===== src/rtl/block_nest_pkg.sv =====
// Shared definitions for the begin/end nesting checker.
// Contents: 4-bit FSM state encoding, ASCII character constants,
// and a lowercase helper used by the character classifier.
package block_nest_pkg;

  localparam int unsigned ST_W = 4;
  localparam int unsigned CH_W = 8;

  // FSM state encoding
  localparam logic [ST_W-1:0] ST_IDLE    = 4'd0;
  localparam logic [ST_W-1:0] ST_WORD    = 4'd1;
  localparam logic [ST_W-1:0] ST_B       = 4'd2;
  localparam logic [ST_W-1:0] ST_BE      = 4'd3;
  localparam logic [ST_W-1:0] ST_BEG     = 4'd4;
  localparam logic [ST_W-1:0] ST_BEGI    = 4'd5;
  localparam logic [ST_W-1:0] ST_BEGIN   = 4'd6;
  localparam logic [ST_W-1:0] ST_BEGIN_O = 4'd7;
  localparam logic [ST_W-1:0] ST_E       = 4'd8;
  localparam logic [ST_W-1:0] ST_EN      = 4'd9;
  localparam logic [ST_W-1:0] ST_END     = 4'd10;
  localparam logic [ST_W-1:0] ST_END_U   = 4'd11;

  // Character codes
  localparam logic [CH_W-1:0] CH_SPACE = 8'h20;
  localparam logic [CH_W-1:0] CH_CASE  = 8'h20;
  localparam logic [CH_W-1:0] CH_UP_A  = 8'h41;
  localparam logic [CH_W-1:0] CH_UP_Z  = 8'h5A;
  localparam logic [CH_W-1:0] CH_LO_A  = 8'h61;
  localparam logic [CH_W-1:0] CH_LO_Z  = 8'h7A;
  localparam logic [CH_W-1:0] CH_DIG_0 = 8'h30;
  localparam logic [CH_W-1:0] CH_DIG_9 = 8'h39;
  localparam logic [CH_W-1:0] CH_UNDER = 8'h5F;
  localparam logic [CH_W-1:0] CH_B     = 8'h62;
  localparam logic [CH_W-1:0] CH_D     = 8'h64;
  localparam logic [CH_W-1:0] CH_E     = 8'h65;
  localparam logic [CH_W-1:0] CH_G     = 8'h67;
  localparam logic [CH_W-1:0] CH_I     = 8'h69;
  localparam logic [CH_W-1:0] CH_N     = 8'h6E;

  // Fold upper-case ASCII letters onto lower case; other codes pass through
  function automatic logic [CH_W-1:0] to_lower(input logic [CH_W-1:0] c);
    if (c >= CH_UP_A && c <= CH_UP_Z) return c | CH_CASE;
    return c;
  endfunction

endpackage


===== src/rtl/block_nest_charclass.sv =====
// Combinational character classifier for the nesting checker.
// Ports: in (ASCII code) -> is_space, is_letter, lower (case-folded code).
// Build option: BLOCK_NEST_DIGIT_EN makes digits and '_' letter-class,
// otherwise they are ignored like any other non-letter code.
module block_nest_charclass
  import block_nest_pkg::*;
(
  input  logic [CH_W-1:0] in,
  output logic            is_space,
  output logic            is_letter,
  output logic [CH_W-1:0] lower
);

  logic alpha;

  assign lower    = to_lower(in);
  assign is_space = (in == CH_SPACE);
  assign alpha    = (lower >= CH_LO_A) && (lower <= CH_LO_Z);

`ifdef BLOCK_NEST_DIGIT_EN
  // Identifier characters glue onto a keyword and cancel it
  assign is_letter = alpha || ((in >= CH_DIG_0) && (in <= CH_DIG_9)) || (in == CH_UNDER);
`else
  assign is_letter = alpha;
`endif

endmodule


===== config.mk =====
export PLATFORM = sky130hd
export DESIGN_NAME = block_nest_charclass
export DESIGN_NICKNAME = d
export VERILOG_FILES = /design/src/rtl/block_nest_pkg.sv /design/src/rtl/block_nest_charclass.sv
export SDC_FILE = /design/constraint.sdc
export NUM_CORES = 1
export LEC_CHECK = 0
export ABC_CLOCK_PERIOD_IN_PS = 1200
export CORE_AREA = 2 2 39 41
export DETAILED_ROUTE_END_ITERATION = 10
export DIE_AREA = 0 0 41 43
export PLACE_DENSITY = 0.47
export SLEW_MARGIN = 15
export SYNTH_ARGS = -nofsm -noshare
export SYNTH_HDL_FRONTEND = slang
export SYNTH_SLANG_ARGS = --single-unit

===== constraint.sdc =====
create_clock -name vclk -period 1.2
set_input_delay 0.24 -clock vclk [all_inputs]
set_output_delay 0.24 -clock vclk [all_outputs]
set_load 0.01 [all_outputs]

# Word-level counts from Yosys, hierarchy flattened
# Cells that the tools add are included.
# op_classes
n_reduce_logical	2
div	0
n_mul	0
order_cmp	4
bitwise_logic	0
muxes	3
eq_ne	1
n_addsub	0
n_shift	0
# ops
op	n
$ge A8 B7 Y1 const B	2
$le A8 B7 Y1 const B	2
$mux W8	2
$eq A8 B6 Y1 const B	1
$logic_and A1 B1 Y1	2
$mux W1	1
# totals
mem_bits_rw	0
input_bits	8
wordCells	10
reg_bits	0
output_inout_bits	10
romBits	0
latchBits	0
mem_count	0

# Longest topological paths before layout
# Gate-level depths: netlist of run 1.
# depth
word_depth	6
mapped_depth	3

# Least setup slack after synthesis of run 1
# No wires, ideal clock.
# synth_path
path_type	input to output
start	input in[4]
end	output is_space
slack_ns	0.168
path_stages	3
path_buffers	0
required_ns	0.960
arrival_time_ns	0.792
cell_sequence	nor3_2 > nand2_1 > nor4b_2
# synth_between
elab_chain_cells	1
# synth_rtl
item	line	source
start: declaration	block_nest_charclass.sv:8	input logic [CH_W-1:0] in,
$eq A8 B6 Y1	block_nest_charclass.sv:17	assign is_space = (in == CH_SPACE);
end: declaration	block_nest_charclass.sv:9	output logic is_space,
# Every way passes these cells.

# Worst setup path in the final report of run 1
# layout_path
start	input in[3]
end	output is_space
# The elaborated chain is that of the path after synthesis.

==> impl_metrics.csv, run 1 <==
group,metric,value,unit
detailed_routing,viasPerCell,3.44,
sta,finalCritPeriodShare,0.994,
global_routing,antenna_found_initial,0,
synthesis,synthXorXnorAreaFrac,0,
synthesis,synthCells,16,
detailed_routing,ant_nets,0,
floorplanning,die-area,1760,sq um
synthesis,ys_seq_area_frac,0,
worst_setup_path,start_kind,"primary input",
power,powerDensity,305,nW/um^2
synthesis,yosysTopAreaCellShare,0.433,
clocking,cts_setup_buffers,0,
detailed_routing,routed_wirelength,349,microns
synthesis,synth_fa_ha_area_frac,0,
detailed_routing,drt_first_pass_iters,1,
layout,drive_above_1_share,0.517,
layout,clkbuf_count,0,
synthesis,synth_most_common_cell,"buf_4",
clocking,postCtsHoldBufs,0,
sta,fmax,0.838,GHz
detailed_routing,via_count,155,
floorplanning,die_height,43,microns
hold_path,min_path_type,"primary input to output pin",
layout,diodes,0,
global_routing,grt_max_degree,5,
sta,relSlewSlack,0.885,
global_routing,grt-ovfl-total,0,
floorplanning,start_util,0.0877,
synthesis,synth-compound-area-share,0.144,
sta,postLayoutSetupSlackWorst,7.25,ps
synthesis,syn_area,121,sq um
hold_path,hold_start,"in[3]",
sta,fin_hold_ws,839,ps
worst_setup_path,crit_fanout,3,
worst_setup_path,crit_type,"primary input to output pin",
layout,nets,39,
place,port_buffers,18,
layout,fillers,162,
worst_setup_path,cp.arrival,950,ps
global_routing,track_usage,0.0400,
detailed_routing,drt_iter0_drc,0,
layout,seq_cells,0,
sta,rsz0062_at_grt,"true",
worst_setup_path,crit_start,"in[3]",
detailed_routing,wl_per_cell,7.76,microns
synthesis,synth_area_leaders,"buf_4 (43%), nor4b_2 (12%), a41o_1 (8.2%), and4_2 (8.2%), nor3_2 (8.2%)",
floorplanning,dieWidth,41,microns
sta,finalHoldViolCount,0,
power,p_leak,0.130,nW
sta,worst_slew_pin_slew,172,ps
floorplanning,core_area,1380,sq um
synthesis,synth-simple-area-share,0.392,
synthesis,synth_top_family_by_area,"buffers and inverters",
synthesis,yosys.area.top_type,"buf_4",
layout,post-route-cell-area,268,sq um
sta,finalMaxSlewViolations,0,
global_routing,grt_pass1_wl,538,microns
floorplanning,io_pins,18,
layout,syn_to_final_growth,121,%
global_routing,grt_pass1_vias,133,
run_status,outcome,"complete, no violations",
detailed_routing,drc,0,
synthesis,synth.area.mux_share,0,
place,post-place-ws,-821,ps
sta,setup_violations,0,
run,maxCapViolations,0,
place,place.gp.congestion,0.563,
synthesis,yosys_warnings,0,
worst_setup_path,crit_required,960,ps
layout,seq_area,0,sq um
power,peakVddDrop,74.5,uV
floorplanning,num_rows,14,
sta,period_needed,1190,ps
worst_setup_path,cp-end-kind,"output pin",
synthesis,synth_nets,24,
synthesis,avgSynthCellArea,7.59,sq um
synthesis,yosys.cell_types.count,10,
place,place_area,284,sq um
-- logic make-up (layout without fill, tap and decap cells) --
logic type             count (synthesis)  after routing
AOI/OAI and AO/OA                      2              2
buffers and inverters                  8             21
and+or+nand+nor                        6              6
-- per-layer routing --
metal | up-vias | wire (microns) | GRT usage
met1 | 64 | 127 | 0.0570
li1 | 76 | - | -
met4 | 0 | 0 | 0
met3 | 0 | 81 | 0.00524
met5 | - | 0 | 0
met2 | 15 | 140 | 0.0656
-- per-stage QoR --
step                       util  total power, W  setup TNS, ps  instances
after detailed placement  0.205       0.0000923          -4880         45
after CTS                 0.175       0.0000735           -134         45
final                     0.193       0.0000815              0         45
after floorplan               -       0.0000375              0         16
after global placement    0.205       0.0000929          -4870         45
after global routing      0.193       0.0000902           -155         45
-- layout by cell type (no fill, tap or decap), drive strengths merged --
cell / Yosys / layout
a21o: 1 / 1
nand3: 1 / 1
nor2: 1 / 1
inv: 1 / 1
nand2: 1 / 1
a41o: 1 / 1
buf: 7 / 10
dlygate4sd2: 0 / 7
clkdlybuf4s50: 0 / 3
nor3: 1 / 1
and4: 1 / 1
nor4b: 1 / 1
-- critical path, stage by stage --
cell	delay, ps
buf_6	100
nor3_4	170
nand2_2	80
nor4b_2	200
buf_2	170
-- area by class of cell --
class / instances / area (sq um) / share of cell area
tap: 16 / 20.0 / 0.0748
inverter: 1 / 3.75 / 0.0140
timing repair buffer: 20 / 165 / 0.617
multi-input combinational: 8 / 78.8 / 0.294
-- what timing repair did --
action,4_1_cts,5_1_grt
setup endpoints to repair,10,3
resized for setup,40,6
pin swaps,4,2
-- path summary, 6_finish.rpt --
| path | end | cells past startpoint |
|---|---|---|
| setup / recovery | is_space | 5 |
| hold / removal | is_space | 5 |
-- power breakdown --
| group | total [W] | leakage [nW] | internal (W) | switching [W] |
|---|---|---|---|---|
| clock network | 0 | 0 | 0 | 0 |
| logic | 0.0000815 | 0.130 | 0.0000475 | 0.0000341 |
| registers | 0 | 0 | 0 | 0 |
| total | 0.0000815 | 0.130 | 0.0000475 | 0.0000341 |
(Power assumes the default switching activity.)
==> run 2: changes to the inputs <==
--- a/config.mk
+++ b/config.mk
@@ -6,10 +6,12 @@
 export NUM_CORES = 1
 export LEC_CHECK = 0
 export ABC_CLOCK_PERIOD_IN_PS = 1200
+export CELL_PAD_IN_SITES_DETAIL_PLACEMENT = 1
+export CELL_PAD_IN_SITES_GLOBAL_PLACEMENT = 1
 export CORE_AREA = 2 2 39 41
 export DETAILED_ROUTE_END_ITERATION = 10
 export DIE_AREA = 0 0 41 43
-export PLACE_DENSITY = 0.47
+export PLACE_DENSITY = 0.66
 export SLEW_MARGIN = 15
 export SYNTH_ARGS = -nofsm -noshare
 export SYNTH_HDL_FRONTEND = slang
==> impl_metrics.csv, run 2 (synthesis gave the netlist of run 1 again) <==
group,metric,value,unit
layout,final_common_cell,"dlygate4sd2_1",
floorplanning,core_area,1380,sq um
sta,period_needed,1240,ps
sta,finalHoldViolCount,0,
sta,fmax,0.809,GHz
place,post-place-ws,-801,ps
run_status,violations,"setup timing",
layout,seq_area,0,sq um
layout,clkbuf_count,0,
detailed_routing,wl_per_cell,7.83,microns
sta,setup_violations,1,
floorplanning,num_rows,14,
detailed_routing,drt_first_pass_iters,2,
sta,relSlewSlack,0.886,
global_routing,grt-ovfl-total,0,
layout,final_cell_mix,"dlygate4sd2_1 (6), buf_2 (5), buf_6 (3), clkdlybuf4s50_1 (3), buf_4 (3)",
detailed_routing,drt_iter0_drc,1,
sta,rsz0062_at_grt,"true",
clocking,postCtsHoldBufs,0,
layout,nets,40,
global_routing,grt_max_degree,5,
layout,fin_cells,46,
sta,finalMaxSlewViolations,0,
worst_setup_path,start_kind,"primary input",
worst_setup_path,cp_slowest_cell,"nor4b_2",
worst_setup_path,crit_fanout,3,
floorplanning,die-area,1760,sq um
clocking,cts_setup_buffers,0,
place,port_buffers,18,
worst_setup_path,path_cells,"buf_6, nor3_4, nand2_2, nor4b_2, buf_2",
detailed_routing,via_count,166,
sta,worst_slew_pin_slew,171,ps
power,p_leak,0.135,nW
hold_path,min_path_type,"primary input to output pin",
layout,seq_cells,0,
global_routing,track_usage,0.0380,
worst_setup_path,crit_required,960,ps
place,hpwl,328,microns
worst_setup_path,cp-end-kind,"output pin",
place,place.gp.congestion,0.563,
floorplanning,dieWidth,41,microns
detailed_routing,drc,0,
layout,drive_above_1_share,0.567,
detailed_routing,routed_wirelength,360,microns
place,place_inst,46,
run,maxCapViolations,0,
layout,utilization,0.202,
power,powerDensity,309,nW/um^2
worst_setup_path,crit_type,"primary input to output pin",
layout,fillers,172,
global_routing,grt_pass1_vias,125,
power,peakVddDrop,64.6,uV
run_status,outcome,"complete, but fails checks",
floorplanning,io_pins,18,
detailed_routing,ant_nets,0,
detailed_routing,viasPerCell,3.61,
worst_setup_path,crit_path_max_incr_delay,230,ps
sta,postLayoutSetupSlackWorst,-36.0,ps
sta,tns,-36.0,ps
layout,syn_to_final_growth,130,%
floorplanning,die_height,43,microns
sta,fin_hold_ws,857,ps
global_routing,grt_pass1_wl,496,microns
worst_setup_path,cp.arrival,1000,ps
sta,finalCritPeriodShare,1.03,
global_routing,antenna_found_initial,0,
floorplanning,start_util,0.0877,
layout,diodes,0,
[run 2: cell types whose count changed in the layout (fill, tap and decap cells not counted), sizes merged]
cell           previous run  this run
clkdlybuf4s15             0         1
dlygate4sd2               7         6
buf                      10        11
[run 2: repair_timing]
| action | in CTS | in global routing |
|---|---|---|
| endpoints found under the setup margin | 10 | 3 |
| gates resized for setup | 45 | 4 |
| cloned | 0 | 0 |
| pin swaps | 8 | 3 |
| hold endpoints to repair | 0 | 0 |
[run 2: path summary, 6_finish.rpt]
kind / from / end / slack (ps) / cells after the start
max: in[3] / is_space / -40 / 5
min: in[3] / is_space / 860 / 5
[run 2: per-layer routing]
layer | GRT usage | routed length [microns] | up-vias
met1 | 0.0475 | 140 | 69
li1 | - | - | 80
met2 | 0.0625 | 118 | 17
met5 | 0 | 0 | -
met3 | 0.0157 | 101 | 0
met4 | 0 | 0 | 0
[run 2: through the flow]
| stage | area (sq um) | power (W) |
|---|---|---|
| detailed placement | 292 | 0.0000951 |
| finish | 279 | 0.0000861 |
| global route | 279 | 0.0000942 |
| CTS | 264 | 0.0000824 |
| floorplan | 121 | 0.0000375 |
| global placement | 292 | 0.0000949 |
[run 2: power by group]
group,total (W),switching (W),leakage (nW),internal [W]
combinational,0.0000861,0.0000346,0.135,0.0000515
sequential,0,0,0,0
clock,0,0,0,0
total,0.0000861,0.0000346,0.135,0.0000515
[run 2: worst max-delay path, delay by kind of cell]
kind          cells  cell delay [ps]
buf+inv           2              270
simple gates      3              490
[run 2: cell type report]
class / count / area [sq um] / area share
inverter: 1 / 3.75 / 0.0135
timing repair buffer: 21 / 175 / 0.628
multi-input combinational: 8 / 80.1 / 0.287
tap: 16 / 20.0 / 0.0717
